<file path="src/rtl/multicycle_controller_if.sv">
// Bundle of controller <-> multicycle datapath signals.
// ALUControl gains a bit when the extended ALU operations are enabled.
interface multicycle_controller_if #(
    parameter int EXT_ALU = 0
);
    logic [19:0]          Instr;
    logic [3:0]           ALUFlags;
    logic                 PCWrite;
    logic                 AdrSrc;
    logic                 MemWrite;
    logic                 IRWrite;
    logic [1:0]           ResultSrc;
    logic                 ALUSrcA;
    logic [1:0]           ALUSrcB;
    logic [1+EXT_ALU:0]   ALUControl;
    logic [1:0]           ImmSrc;
    logic [1:0]           RegSrc;
    logic                 RegWrite;
    logic                 Undef;

    modport master (
        input  Instr, ALUFlags,
        output PCWrite, AdrSrc, MemWrite, IRWrite, ResultSrc, ALUSrcA, ALUSrcB,
               ALUControl, ImmSrc, RegSrc, RegWrite, Undef
    );

    modport slave (
        output Instr, ALUFlags,
        input  PCWrite, AdrSrc, MemWrite, IRWrite, ResultSrc, ALUSrcA, ALUSrcB,
               ALUControl, ImmSrc, RegSrc, RegWrite, Undef
    );
endinterface

</file>
<file path="src/rtl/multicycle_controller.sv">
// Multicycle ARM control unit: FETCH/DECODE/EXECUTE/MEMORY/WRITEBACK sequencer
// with NZCV flag register and condition-gated architectural writes.
module multicycle_controller #(
    parameter int EXT_ALU = 0,
    parameter int IDX_SUB = 1
) (
    input  logic                    clk,
    input  logic                    rst,
    multicycle_controller_if.master bus
);
    localparam int AW = 2 + EXT_ALU;
    localparam logic [AW-1:0] ALU_ADD = AW'(3'd0);
    localparam logic [AW-1:0] ALU_SUB = AW'(3'd1);
    localparam logic [AW-1:0] ALU_AND = AW'(3'd2);
    localparam logic [AW-1:0] ALU_ORR = AW'(3'd3);
    localparam logic [AW-1:0] ALU_EOR = AW'(3'd4);

    typedef enum logic [3:0] {
        S_FETCH, S_DECODE, S_MEMADR, S_MEMRD, S_MEMWB,
        S_MEMWR, S_EXECR, S_EXECI, S_ALUWB, S_BRANCH
    } state_t;

    state_t        state_q, state_d;
    logic [3:0]    flags_q, flags_d;
    logic          cond_q, cond_d;

    // Instr carries bits [31:12], so instruction bit k sits at index k-12.
    logic [1:0]    op;
    logic [5:0]    funct;
    logic [3:0]    cmd;
    logic [3:0]    cond;
    logic          i_bit, s_bit, l_bit, u_bit;
    logic          unused_instr;

    assign op           = bus.Instr[15:14];
    assign funct        = bus.Instr[13:8];
    assign cond         = bus.Instr[19:16];
    assign u_bit        = bus.Instr[11];
    assign i_bit        = funct[5];
    assign cmd          = funct[4:1];
    assign s_bit        = funct[0];
    assign l_bit        = funct[0];
    assign unused_instr = ^{bus.Instr[10:9], bus.Instr[7:0]};

    function automatic logic cond_ex(input logic [3:0] c, input logic [3:0] f);
        logic n, z, cy, v;
        {n, z, cy, v} = f;
        case (c)
            4'b0000: cond_ex = z;
            4'b0001: cond_ex = ~z;
            4'b0010: cond_ex = cy;
            4'b0011: cond_ex = ~cy;
            4'b0100: cond_ex = n;
            4'b0101: cond_ex = ~n;
            4'b0110: cond_ex = v;
            4'b0111: cond_ex = ~v;
            4'b1000: cond_ex = cy & ~z;
            4'b1001: cond_ex = ~cy | z;
            4'b1010: cond_ex = (n == v);
            4'b1011: cond_ex = (n != v);
            4'b1100: cond_ex = ~z & (n == v);
            4'b1101: cond_ex = z | (n != v);
            4'b1110: cond_ex = 1'b1;
            default: cond_ex = 1'b0;
        endcase
    endfunction

    logic [AW-1:0] alu_op;
    logic          dp_ok, no_write, set_flags, cv_upd, supported;

    always_comb begin
        alu_op    = ALU_ADD;
        dp_ok     = 1'b1;
        no_write  = 1'b0;
        set_flags = s_bit;
        cv_upd    = 1'b0;
        case (cmd)
            4'b0100: begin alu_op = ALU_ADD; cv_upd = 1'b1; end
            4'b0010: begin alu_op = ALU_SUB; cv_upd = 1'b1; end
            4'b0000: alu_op = ALU_AND;
            4'b1100: alu_op = ALU_ORR;
            4'b0001: begin
                if (EXT_ALU != 0) alu_op = ALU_EOR;
                else              dp_ok  = 1'b0;
            end
            4'b1010: begin
                // CMP: subtract purely for flags, so it always sets them and never writes back
                if (EXT_ALU != 0) begin
                    alu_op    = ALU_SUB;
                    no_write  = 1'b1;
                    set_flags = 1'b1;
                    cv_upd    = 1'b1;
                end else begin
                    dp_ok = 1'b0;
                end
            end
            default: dp_ok = 1'b0;
        endcase
        case (op)
            2'b00:   supported = dp_ok;
            2'b01,
            2'b10:   supported = 1'b1;
            default: supported = 1'b0;
        endcase
    end

    always_comb begin
        state_d = state_q;
        flags_d = flags_q;
        cond_d  = cond_q;
        case (state_q)
            S_FETCH:  state_d = S_DECODE;
            S_DECODE: begin
                cond_d = cond_ex(cond, flags_q);
                case (op)
                    2'b00:   state_d = !dp_ok ? S_FETCH : (i_bit ? S_EXECI : S_EXECR);
                    2'b01:   state_d = S_MEMADR;
                    2'b10:   state_d = S_BRANCH;
                    default: state_d = S_FETCH;
                endcase
            end
            S_MEMADR: state_d = l_bit ? S_MEMRD : S_MEMWR;
            S_MEMRD:  state_d = S_MEMWB;
            S_EXECR,
            S_EXECI: begin
                state_d = S_ALUWB;
                // Logical ops leave carry and overflow untouched
                if (cond_q && set_flags) begin
                    flags_d[3:2] = bus.ALUFlags[3:2];
                    if (cv_upd) flags_d[1:0] = bus.ALUFlags[1:0];
                end
            end
            default:  state_d = S_FETCH;
        endcase
    end

    always_ff @(posedge clk or negedge rst) begin
        if (!rst) begin
            state_q <= S_FETCH;
            flags_q <= 4'b0000;
            cond_q  <= 1'b0;
        end else begin
            state_q <= state_d;
            flags_q <= flags_d;
            cond_q  <= cond_d;
        end
    end

    always_comb begin
        bus.PCWrite    = 1'b0;
        bus.AdrSrc     = 1'b0;
        bus.MemWrite   = 1'b0;
        bus.IRWrite    = 1'b0;
        bus.ResultSrc  = 2'b00;
        bus.ALUSrcA    = 1'b0;
        bus.ALUSrcB    = 2'b00;
        bus.ALUControl = ALU_ADD;
        bus.RegWrite   = 1'b0;
        bus.Undef      = 1'b0;
        bus.ImmSrc     = op;
        bus.RegSrc     = {op == 2'b01, op == 2'b10};
        case (state_q)
            S_FETCH: begin
                bus.IRWrite   = 1'b1;
                bus.PCWrite   = 1'b1;
                bus.ALUSrcA   = 1'b1;
                bus.ALUSrcB   = 2'b10;
                bus.ResultSrc = 2'b10;
            end
            S_DECODE: begin
                bus.ALUSrcA   = 1'b1;
                bus.ALUSrcB   = 2'b10;
                bus.ResultSrc = 2'b10;
                bus.Undef     = ~supported;
            end
            S_MEMADR: begin
                bus.ALUSrcB    = 2'b01;
                bus.ALUControl = ((IDX_SUB != 0) && !u_bit) ? ALU_SUB : ALU_ADD;
            end
            S_MEMRD:  bus.AdrSrc = 1'b1;
            S_MEMWB: begin
                bus.ResultSrc = 2'b01;
                bus.RegWrite  = cond_q;
            end
            S_MEMWR: begin
                bus.AdrSrc   = 1'b1;
                bus.MemWrite = cond_q;
            end
            S_EXECR:  bus.ALUControl = alu_op;
            S_EXECI: begin
                bus.ALUSrcB    = 2'b01;
                bus.ALUControl = alu_op;
            end
            S_ALUWB:  bus.RegWrite = cond_q & ~no_write;
            S_BRANCH: begin
                bus.ALUSrcB   = 2'b01;
                bus.ResultSrc = 2'b10;
                bus.PCWrite   = cond_q;
            end
            default: ;
        endcase
        // State already reads FETCH during reset, so its strobes must be suppressed here
        if (!rst) begin
            bus.PCWrite  = 1'b0;
            bus.IRWrite  = 1'b0;
            bus.MemWrite = 1'b0;
            bus.RegWrite = 1'b0;
            bus.Undef    = 1'b0;
        end
    end
endmodule

</file>
<file path="src/flat_wrapper.sv">
// flat-port wrapper written by rule: the top's interface ports become plain ports
module multicycle_controller_flat 
#(
    parameter int EXT_ALU = 0,
    parameter int IDX_SUB = 1
)
  (clk, rst, bus_Instr, bus_ALUFlags, bus_PCWrite, bus_AdrSrc, bus_MemWrite, bus_IRWrite, bus_ResultSrc, bus_ALUSrcA, bus_ALUSrcB, bus_ALUControl, bus_ImmSrc, bus_RegSrc, bus_RegWrite, bus_Undef);
  multicycle_controller_if #(.EXT_ALU(EXT_ALU)) bus_i ();
  input  logic clk;
  input  logic rst;
  input wire logic [$bits(bus_i.Instr)-1:0] bus_Instr;
  input wire logic [$bits(bus_i.ALUFlags)-1:0] bus_ALUFlags;
  output wire logic [$bits(bus_i.PCWrite)-1:0] bus_PCWrite;
  output wire logic [$bits(bus_i.AdrSrc)-1:0] bus_AdrSrc;
  output wire logic [$bits(bus_i.MemWrite)-1:0] bus_MemWrite;
  output wire logic [$bits(bus_i.IRWrite)-1:0] bus_IRWrite;
  output wire logic [$bits(bus_i.ResultSrc)-1:0] bus_ResultSrc;
  output wire logic [$bits(bus_i.ALUSrcA)-1:0] bus_ALUSrcA;
  output wire logic [$bits(bus_i.ALUSrcB)-1:0] bus_ALUSrcB;
  output wire logic [$bits(bus_i.ALUControl)-1:0] bus_ALUControl;
  output wire logic [$bits(bus_i.ImmSrc)-1:0] bus_ImmSrc;
  output wire logic [$bits(bus_i.RegSrc)-1:0] bus_RegSrc;
  output wire logic [$bits(bus_i.RegWrite)-1:0] bus_RegWrite;
  output wire logic [$bits(bus_i.Undef)-1:0] bus_Undef;
  assign bus_i.Instr = bus_Instr;
  assign bus_i.ALUFlags = bus_ALUFlags;
  assign bus_PCWrite = bus_i.PCWrite;
  assign bus_AdrSrc = bus_i.AdrSrc;
  assign bus_MemWrite = bus_i.MemWrite;
  assign bus_IRWrite = bus_i.IRWrite;
  assign bus_ResultSrc = bus_i.ResultSrc;
  assign bus_ALUSrcA = bus_i.ALUSrcA;
  assign bus_ALUSrcB = bus_i.ALUSrcB;
  assign bus_ALUControl = bus_i.ALUControl;
  assign bus_ImmSrc = bus_i.ImmSrc;
  assign bus_RegSrc = bus_i.RegSrc;
  assign bus_RegWrite = bus_i.RegWrite;
  assign bus_Undef = bus_i.Undef;
  multicycle_controller #(.EXT_ALU(EXT_ALU), .IDX_SUB(IDX_SUB)) u_core (.clk(clk), .rst(rst), .bus(bus_i));
endmodule
</file>
<file path="config.mk">
export PLATFORM = sky130hd
export DESIGN_NAME = multicycle_controller_flat
export DESIGN_NICKNAME = d
export VERILOG_FILES = /design/src/rtl/multicycle_controller_if.sv /design/src/rtl/multicycle_controller.sv /design/src/flat_wrapper.sv
export SDC_FILE = /design/constraint.sdc
export NUM_CORES = 1
export LEC_CHECK = 0
export BUFFER_PORTS_ARGS = -buffer_cell sky130_fd_sc_hd__buf_2
export CAP_MARGIN = 5
export CELL_PAD_IN_SITES_DETAIL_PLACEMENT = 0
export CELL_PAD_IN_SITES_GLOBAL_PLACEMENT = 1
export CORE_MARGIN = 4
export CORE_UTILIZATION = 32
export CTS_CLUSTER_DIAMETER = 200
export CTS_CLUSTER_SIZE = 14
export DETAILED_ROUTE_END_ITERATION = 10
export PLACE_DENSITY_LB_ADDON = 0.05
export SETUP_SLACK_MARGIN = 0.02
export SLEW_MARGIN = 10
export SYNTH_ARGS = -nofsm -noshare
export SYNTH_HDL_FRONTEND = slang
export SYNTH_SLANG_ARGS = --single-unit
</file>
<file path="constraint.sdc">
create_clock -name clk -period 2.3 [get_ports clk]
set_clock_uncertainty 0.2 [all_clocks]
set_input_delay 0.115 -clock clk [delete_from_list [all_inputs] [get_ports clk]]
set_output_delay 0.115 -clock clk [all_outputs]
set_load 0.1 [all_outputs]
</file>
==> metrics.md, run 1 <==
| Metric | Value |
|---|---|
| # clock sinks | `9` |
| Crit path capture type | `primary output` |
| #FFs+latches synth | `9` |
| CTS clk-pin slew, worst paths | `roughly 0.060 ns` |
| Core area | `between 2000 and 3000 um2` |
| Initial antenna violation count | `0` |
| Area of the multi-input gates | `around 700 um2` |
| Die H | `approximately 60 um` |
| Yosys warning count | `0` |
| Die footprint | `between 3000 and 4000 um2` |
| Routed met1 length | `between 1000 and 1500 um` |
| # fillers | `around 290` |
| Cell area power density | `1195 nW/um2` |
| Postcts setup bufs | `0` |
| Site row count | `19` |
| Setup CP Type | `flip-flop to primary output` |
| Layout area overhead | `40.54%` |
| Rel. slew slack | `0.6991` |
| Horiz. Die Dim | `approximately 62 um` |
| Leakage | `roughly 0.61 nW` |
| Max Slew Vio Count | `0` |
| Final Power | `~1.6 mW` |
| Critical path arrival | `roughly 1.8 ns` |
| Met3 WL post-DR | `around 100 um` |
| Final setup fails | `0` |
| Share of cells above drive strength 1 | `0.3907` |
| Max rail drop VDD | `1656 uV` |
| Startpoint types | `flip-flop` |
| Gpl congestion | `approximately 0.66` |
| IO Pins | `43` |
| 1st-iter DRT viols | `38` |
| Total GRT Usage | `0.1287` |
| CTS Root Cell | `clkbuf_4` |
| Share of the synthesized area in the top cell type | `0.2432` |
| Port bufs | `34` |
| Max FO, Critical Path | `8` |
| First-pass DRT Iterations | `4` |
| H-tree depth | `1` |
| Largest net degree at the start of global routing | `13` |
| Final min period | `between 2 and 2.5 ns` |
| F_max | `around 470 MHz` |
| Drt total wl | `2346 um` |
| Longest Clk Path Bufs | `2` |
| Hold Crit Class | `input pin to flip-flop` |
| Synth Area per Inst | `~8.3 um2` |
| Total area of sequential cells | `225.2 um2` |
| DRC viols | `0` |
| Slew @ Worst Pin | `approximately 0.44 ns` |
| First-pass GRT wire length | `around 3700 um` |
| WP data required | `between 1.5 and 2 ns` |
| Cells after synthesis | `approximately 110` |
| Nets | `about 180` |
| Largest area contributor in the netlist | `dfrtp_1` |
| RSZ-0062 raised after global routing | `false` |
| Placed cell area | `1215 um2` |
| Top layer in use | `met4` |
| Via density | `approximately 5.1` |
| CTS tree | `done` |
| Top post-synthesis cells by area | `dfrtp_1, ha_1, nor3_1, mux2_2, xnor2_1` |
| Synthesized area | `just over 900 um2` |
| Ant. Diodes | `0` |
| Num CTS Buffers | `3` |
| Maxcap violations | `0` |
| Metal2 WL | `1121 um` |
| ANT nets after route | `0` |
| Post-synthesis sequential area ratio | `0.2432` |
| WL per Instance | `around 13 um` |
| Vias in the first global route | `about 810` |
| Grt ovf | `0` |
| Tcrit/Tclk final | `0.9292` |
| Fin area | `approximately 1300 um2` |
| Initial Util | `0.3358` |
| Status | `finished, final reports clean` |
| Insertion delay to the later sink of the worst-skew pair | `roughly 0.25 ns` |
| Via count | `between 900 and 1k` |
| Final HPWL DP | `roughly 1800 um` |
| Syn Nets | `around 140` |
| Netlist cell types | `39` |
| Final hold vios | `0` |
-- routing by layer --
| metal | global-route usage | vias to the layer above |
|---|---|---|
| li1 | - | 473 |
| met1 | 0.1810 | 423 |
| met2 | 0.2078 | 22 |
| met3 | 0.008264 | 2 |
| met4 | 0.04545 | 0 |
| met5 | 0 | - |
-- placed cells by master (no fill, tap or decap), types with 2 or more instances in the layout --
cell type	synthesis	final
buf_2	2	32
dfrtp_1	9	9
nand2_1	8	8
nor3_1	11	8
nor2_1	7	7
o21ai_0	6	6
dlygate4sd3_1	0	6
ha_1	5	5
buf_4	3	5
mux2_2	4	4
nand3_1	4	4
nand2b_1	4	4
xnor2_1	4	4
a21oi_1	4	4
inv_1	3	3
nor3_2	0	3
and3_1	3	3
clkbuf_4	0	3
nor2b_1	2	2
nor4_4	1	2
mux2_1	2	2
mux2i_1	2	2
nand3b_1	2	2
xor2_1	2	2
nor3b_1	2	2
buf_12	0	2
-- final timing paths --
| check | startpoint | end | slack [ns] | cells past startpoint |
|---|---|---|---|---|
| setup / recovery | u_core.state_q[2] | bus_RegWrite | 0.16 | 3 |
| hold / removal | bus_Instr[17] | u_core.cond_q | 0.01 | 4 |
| hold reg to reg | u_core.flags_q[0] | u_core.flags_q[0] | 0.37 | 1 |
| min in group asynchronous | rst | u_core.flags_q[2] | 0.15 | 3 |
| setup reg to reg | u_core.state_q[3] | u_core.flags_q[1] | 0.36 | 4 |
| max in group asynchronous | rst | u_core.state_q[2] | 1.61 | 3 |
-- cell usage after synthesis, drive strengths merged --
cell and count:
a2111oi 2, a21boi 2, a21o 1, a21oi 4, a22o 1, a31oi 1, and2b 1, and3 3
buf 6, clkbuf 3, dfrtp 9, ha 5, inv 3, mux2 6, mux2i 2, nand2 8
nand2b 5, nand3 4, nand3b 2, nand4 1, nor2 7, nor2b 2, nor3 12, nor3b 3
nor4 2, o21a 1, o21ai 7, o22ai 1, o31ai 1, xnor2 4, xor2 2
-- report_power, final --
| group | internal [mW] | leakage (nW) | switching (mW) | total [mW] |
|---|---|---|---|---|
| clock | 0.0667 | 0.0150 | 0.0521 | 0.119 |
| sequential | 0.207 | 0.119 | 0.0717 | 0.279 |
| combinational | 0.285 | 0.476 | 0.872 | 1.16 |
-- flip-flops by register name (all words and copies together), names as in the netlist --
signal,flops
u_core.flags_q,4
u_core.state_q,4
u_core.cond_q,1
-- critical path, stage by stage (launching register included) --
cell and delay, ns:
dfrtp_1 0.49, nand2b_1 0.24, a2111oi_2 0.36, buf_2 0.48
-- cell type report --
type,count,area share
Clock buffer,4,0.02019
Timing Repair Buffer,45,0.2288
Inverter,3,0.008654
Tap cell,31,0.02981
Multi-Input combinational cell,90,0.5394
Sequential cell,9,0.1731
-- cells by family (layout without fill, tap and decap cells) --
kind of cell             Yosys count  count (layout)  synth area share
flip-flops                         9               9            0.2432
AND/OR/NAND/NOR                   50              50            0.3324
buffers and inverters             12              52           0.06351
XOR/XNOR                           6               6           0.05676
AO/OA/AOI/OAI                     21              21            0.1419
multiplexers                       8               8           0.09459
adder cells (fa/ha/maj)            5               5           0.06757
-- what timing repair did --
action / in CTS / in global routing
hold buffers: 6 / 0
hold endpoints to repair: 14 / 0
resized for setup: 0 / 0
-- metrics by stage --
stage	setup slack [ns]	util	cells	TNS (ns)	hold slack, ns
2_1_floorplan	-0.7963	-	111	-4.117	-0.3806
3_3_place_gp	0.4068	0.4406	172	0	-0.1336
3_5_place_dp	0.3779	0.4406	172	0	-0.1272
4_1_cts	0.1430	0.4719	182	0	0.008581
5_1_grt	0.07680	0.4719	182	0	0.05067
6_report	0.1628	0.4719	182	0	0.01444
(Power assumes the default switching activity.)
==> inputs of run 2 (changes only) <==
--- a/config.mk
+++ b/config.mk
@@ -15,6 +15,7 @@
 export CTS_CLUSTER_SIZE = 14
 export DETAILED_ROUTE_END_ITERATION = 10
 export PLACE_DENSITY_LB_ADDON = 0.05
+export REMOVE_ABC_BUFFERS = 1
 export SETUP_SLACK_MARGIN = 0.02
 export SLEW_MARGIN = 10
 export SYNTH_ARGS = -nofsm -noshare
==> metrics.md, run 2 (synthesized netlist as in run 1, its figures left out) <==
| Metric | Value |
|---|---|
| Status | `finished, final reports clean` |
| CTS clk-pin slew, worst paths | `roughly 0.060 ns` |
| F_max | `roughly 470 MHz` |
| Port bufs | `34` |
| Gate power share | `0.715` |
| Die footprint | `around 3800 um2` |
| Nets | `182` |
| Longest Clk Path Bufs | `2` |
| RSZ-0062 raised after global routing | `true` |
| Commonest non-fill, non-tap cells in the layout | `buf_2, nor3_1, dfrtp_1, nand2_1, nor2_1` |
| Cell area power density | `~1200 nW/um2` |
| Leakage | `0.5915 nW` |
| Max Slew Vio Count | `0` |
| First-pass GRT wire length | `~3700 um` |
| WL per Instance | `12.13 um` |
| Final min period | `2.134 ns` |
| Grt ovf | `0` |
| Rel. slew slack | `0.6757` |
| Gpl congestion | `0.6976` |
| Slew @ Worst Pin | `just under 0.5 ns` |
| Largest net degree at the start of global routing | `14` |
| CTS tree | `done` |
| Worst flop-to-flop path endpoint | `u_core.flags_q[0]` |
| Hold_ws | `approximately 0.015 ns` |
| Worst reg2reg path depth | `4` |
| Fin area | `about 1200 um2` |
| DRC viols | `0` |
| Largest registers | `u_core.flags_q: 4 flops, u_core.state_q: 4 flops, u_core.cond_q: 1 flops` |
| Horiz. Die Dim | `61.79 um` |
| First-pass DRT Iterations | `4` |
| Max rail drop VDD | `around 1100 uV` |
| IO Pins | `43` |
| Setup CP Type | `flip-flop to primary output` |
| Internal power | `between 0.5 and 0.6 mW` |
| Final Power | `between 1.5 and 2 mW` |
| Initial antenna violation count | `0` |
| Maxcap violations | `0` |
| Tcrit/Tclk final | `0.9280` |
| Flop pwr share | `0.206` |
| H-tree depth | `1` |
| Commonest non-fill, non-tap cell in the layout | `buf_2` |
| Total GRT Usage | `0.1270` |
| Share of cells above drive strength 1 | `0.3400` |
| Crit path capture type | `primary output` |
| Final setup fails | `0` |
| Num CTS Buffers | `3` |
| Initial Util | `0.3358` |
| Crit path from | `u_core.state_q[3]` |
| Site row count | `19` |
| # fillers | `approximately 300` |
| Startpoint types | `flip-flop` |
| Placed cell area | `between 1000 and 1500 um2` |
| Net switching power figure | `0.9667 mW` |
| RR Startpoint | `u_core.state_q[3]` |
| Max FO, Critical Path | `11` |
| Switching Share | `0.6417` |
| Setup slack, reg-to-reg | `0.39 ns` |
| Drt total wl | `roughly 2200 um` |
| Layout area overhead | `32.43%` |
| Via density | `5.088` |
| Vias in the first global route | `~870` |
| 1st-iter DRT viols | `38` |
| Hold Crit Class | `input pin to flip-flop` |
| End of the critical path | `bus_RegWrite` |
| CTS Root Cell | `clkbuf_4` |
| Part of the power in the clock network | `0.079` |
| Core area | `approximately 2800 um2` |
| # clock sinks | `9` |
| Die H | `~60 um` |
| Final hold vios | `0` |
| ANT nets after route | `0` |
| Ant. Diodes | `0` |
| Insertion delay to the later sink of the worst-skew pair | `0.26 ns` |
| Final HPWL DP | `about 1700 um` |
| Critical path arrival | `1.82 ns` |
| Via count | `921` |
| WP data required | `roughly 2.0 ns` |
==> run 2: changes by cell type in the layout (fill, tap and decap cells not counted), sizes merged <==
cell,delta
buf,-3
clkbuf,+1
clkinv,+1
==> run 2: power by group through the flow <==
| stage | Clock (mW) | Combinational (mW) | Sequential (mW) |
|---|---|---|---|
| detailed placement | 0 | 1.07 | 0.313 |
| floorplan | 0 | 0.853 | 0.300 |
| global route | 0.139 | 1.15 | 0.322 |
| global placement | 0 | 1.07 | 0.311 |
| CTS | 0.125 | 1.08 | 0.310 |
| finish | 0.119 | 1.08 | 0.310 |
==> run 2: worst min-delay path by stage <==
stage / from / end / slack, ns / cells past startpoint
2_1_floorplan: rst / u_core.cond_q / -0.38 / 0
3_5_place_dp: rst / u_core.state_q[2] / -0.21 / 1
4_1_cts: bus_Instr[13] / u_core.state_q[0] / 0.01 / 4
3_3_place_gp: rst / u_core.state_q[2] / -0.21 / 1
5_1_grt: bus_Instr[13] / u_core.state_q[0] / 0.04 / 4
6_report: bus_Instr[13] / u_core.state_q[0] / 0.01 / 4
==> run 2: per-stage QoR <==
| step | TNS (ns) | setup slack (ns) | util | cells |
|---|---|---|---|---|
| final | 0 | 0.1655 | 0.4446 | 181 |
| after global routing | 0 | 0.008991 | 0.4446 | 181 |
| after CTS | 0 | 0.1179 | 0.4424 | 181 |
| after detailed placement | 0 | 0.3701 | 0.4106 | 171 |
| after global placement | 0 | 0.3920 | 0.4106 | 171 |
| after floorplan | -12.48 | -3.440 | - | 102 |
==> run 2: worst max-delay path: stages (launching register included) <==
cell and delay (ns):
dfrtp_1 0.49, buf_4 0.21, nand2b_1 0.17, a2111oi_1 0.34, buf_4 0.18, buf_12 0.16
==> run 2: routing by layer <==
layer / GRT usage / wire (um)
met2: 0.2078 / 1004
met1: 0.1696 / 1023
met3: 0.006198 / 123
met5: 0 / 0
met4: 0.06364 / 44
==> run 2: what timing repair did <==
action,4_1_cts,5_1_grt
hold endpoints to repair,14,0
setup endpoints to repair,0,3
buffers inserted,0,0
resized for setup,0,3
hold buffers,6,0
==> run 2: area by class of cell <==
class                   instances  area (um2)  area share
flip-flops and latches          9       225.2      0.1837
clock inverters                 1       5.005    0.004082
inverters                       3       11.26    0.009184
well taps                      31       38.79     0.03163
multi-input cells              90       643.1      0.5245
clock buffers                   3       22.52     0.01837
repair buffers                 44       280.3      0.2286
==> inputs of run 3 (changes only) <==
--- a/config.mk
+++ b/config.mk
@@ -10,10 +10,12 @@
 export CELL_PAD_IN_SITES_DETAIL_PLACEMENT = 0
 export CELL_PAD_IN_SITES_GLOBAL_PLACEMENT = 1
 export CORE_MARGIN = 4
-export CORE_UTILIZATION = 32
+export CORE_UTILIZATION = 34
+export CTS_BUF_LIST = sky130_fd_sc_hd__clkbuf_8
 export CTS_CLUSTER_DIAMETER = 200
 export CTS_CLUSTER_SIZE = 14
 export DETAILED_ROUTE_END_ITERATION = 10
+export HOLD_SLACK_MARGIN = 0.15
 export PLACE_DENSITY_LB_ADDON = 0.05
 export REMOVE_ABC_BUFFERS = 1
 export SETUP_SLACK_MARGIN = 0.02
==> metrics.md, run 3 (synthesized netlist as in run 1, its figures left out) <==
| Metric | Value |
|---|---|
| Status | `finished, final reports clean` |
| Setup slack, reg-to-reg | `roughly 0.19 ns` |
| Grt ovf | `0` |
| Final hold vios | `0` |
| First-pass GRT wire length | `between 4000 and 5000 um` |
| Critical path arrival | `2.16 ns` |
| Placed insts | `170` |
| 1st-iter DRT viols | `slightly above 40` |
| Postcts setup bufs | `0` |
| Insertion delay to the later sink of the worst-skew pair | `0.23 ns` |
| Final TNS setup | `0 ns` |
| Ant. Diodes | `0` |
| Non-filler instance count after layout | `190` |
| First-pass DRT Iterations | `4` |
| IO Pins | `between 40 and 50` |
| Nets | `around 190` |
| End of the critical path | `u_core.state_q[0]` |
| Setup CP Type | `input pin to flip-flop` |
| Worst flop-to-flop path endpoint | `u_core.flags_q[3]` |
| Initial Util | `0.3638` |
| Vias in the first global route | `just over 900` |
| Worst reg2reg path depth | `4` |
| # clock sinks | `9` |
| Max Slew Vio Count | `0` |
| CTS tree | `done` |
| Leakage | `0.6496 nW` |
| Largest net degree at the start of global routing | `13` |
| DRC viols | `0` |
| Cell area power density | `1185 nW/um2` |
| Final Power | `roughly 1.6 mW` |
| Total GRT Usage | `0.1441` |
| Maxcap violations | `0` |
| Crit path from | `bus_Instr[12]` |
| Gpl congestion | `about 0.8` |
| H-tree depth | `1` |
| WL per Instance | `around 12 um` |
| WP data required | `between 2 and 2.5 ns` |
| F_max | `456.7 MHz` |
| Largest registers | `u_core.flags_q: 4 flops, u_core.state_q: 4 flops, u_core.cond_q: 1 flops` |
| Horiz. Die Dim | `between 60 and 70 um` |
| RSZ-0062 raised after global routing | `true` |
| Final setup fails | `0` |
| Final min period | `approximately 2.2 ns` |
| Num CTS Buffers | `3` |
| Via density | `slightly above 5` |
| Die H | `60.19 um` |
| Final HPWL DP | `1757 um` |
| Commonest non-fill, non-tap cells in the layout | `buf_2, dlygate4sd3_1, nor3_1, nand2_1, dfrtp_1` |
| Startpoint types | `input pin` |
| Hold Crit Class | `input pin to flip-flop` |
| Commonest non-fill, non-tap cell in the layout | `buf_2` |
| Share of cells above drive strength 1 | `0.3250` |
| Tcrit/Tclk final | `0.9521` |
| Crit path capture type | `flip-flop` |
| Slew @ Worst Pin | `0.4868 ns` |
| Port bufs | `34` |
| Drt total wl | `between 2000 and 2500 um` |
| Core area | `between 2000 and 3000 um2` |
| CTS clk-pin slew, worst paths | `~0.040 ns` |
| ANT nets after route | `0` |
| CTS Root Cell | `clkbuf_8` |
| Rel. slew slack | `0.6777` |
| Site row count | `18` |
| Longest Clk Path Bufs | `2` |
| Layout area overhead | `45.95%` |
| Initial antenna violation count | `0` |
| Max FO, Critical Path | `4` |
| Die footprint | `roughly 3600 um2` |
| Max rail drop VDD | `between 1500 and 2000 uV` |
| Via count | `974` |
| RR Startpoint | `u_core.state_q[3]` |
==> run 3: final cells by class <==
cell class | instances | area [um2]
timing repair buffer | 54 | 380.4
multi-input combinational | 90 | 649.4
fill | 264 | 1194
inverter | 3 | 11.26
tap | 30 | 37.54
clock buffer | 3 | 41.29
clock inverter | 1 | 5.005
sequential | 9 | 226.5
==> run 3: metal layers <==
metal	vias up	global-route usage	share of wire
met4	0	0.06646	0.019
met2	27	0.2469	0.48
met1	445	0.1837	0.45
met5	-	0	0
met3	4	0.006479	0.051
li1	498	-	-
==> run 3: report_power, final <==
part / internal (mW) / switching, mW / total [mW]
Clock: 0.118 / 0.0603 / 0.178
Combinational: 0.297 / 0.812 / 1.11
Sequential: 0.209 / 0.105 / 0.314
Total: 0.624 / 0.978 / 1.60
==> run 3: critical path: stages <==
cell and delay [ns]:
dlygate4sd3_1 0.53, buf_2 0.15, mux2_2 0.29, nor3b_4 0.24, nand3_1 0.10, o21ai_0 0.08
dlygate4sd3_1 0.56, a21o_1 0.10
==> run 3: timing repair <==
action | CTS | global route
endpoints found under the hold margin | 18 | 0
hold buffers | 16 | 0
gates resized for setup | 0 | 5
setup endpoints to repair | 0 | 7
==> run 3: through the flow <==
| step | area, um2 | utilization | setup slack, ns | hold WS, ns |
|---|---|---|---|---|
| 5_1_grt | 1351 | 0.5310 | -0.009289 | 0.2148 |
| 3_5_place_dp | 1131 | 0.4444 | 0.3015 | -0.2067 |
| 4_1_cts | 1338 | 0.5256 | 0.04830 | 0.1535 |
| 2_1_floorplan | 878.3 | - | -3.440 | -0.3806 |
| 3_3_place_gp | 1131 | 0.4444 | 0.3452 | -0.2073 |
| 6_report | 1351 | 0.5310 | 0.1102 | 0.1506 |
==> run 3: how the worst min path moves through the flow <==
stage	depth (start not counted)	slack [ns]	from	endpoint
after floorplan	0	-0.38	rst	u_core.cond_q
after global placement	1	-0.21	rst	u_core.flags_q[0]
after detailed placement	1	-0.21	rst	u_core.flags_q[1]
after CTS	4	0.15	bus_Instr[19]	u_core.cond_q
after global routing	4	0.21	bus_Instr[19]	u_core.cond_q
final	4	0.15	bus_Instr[19]	u_core.cond_q
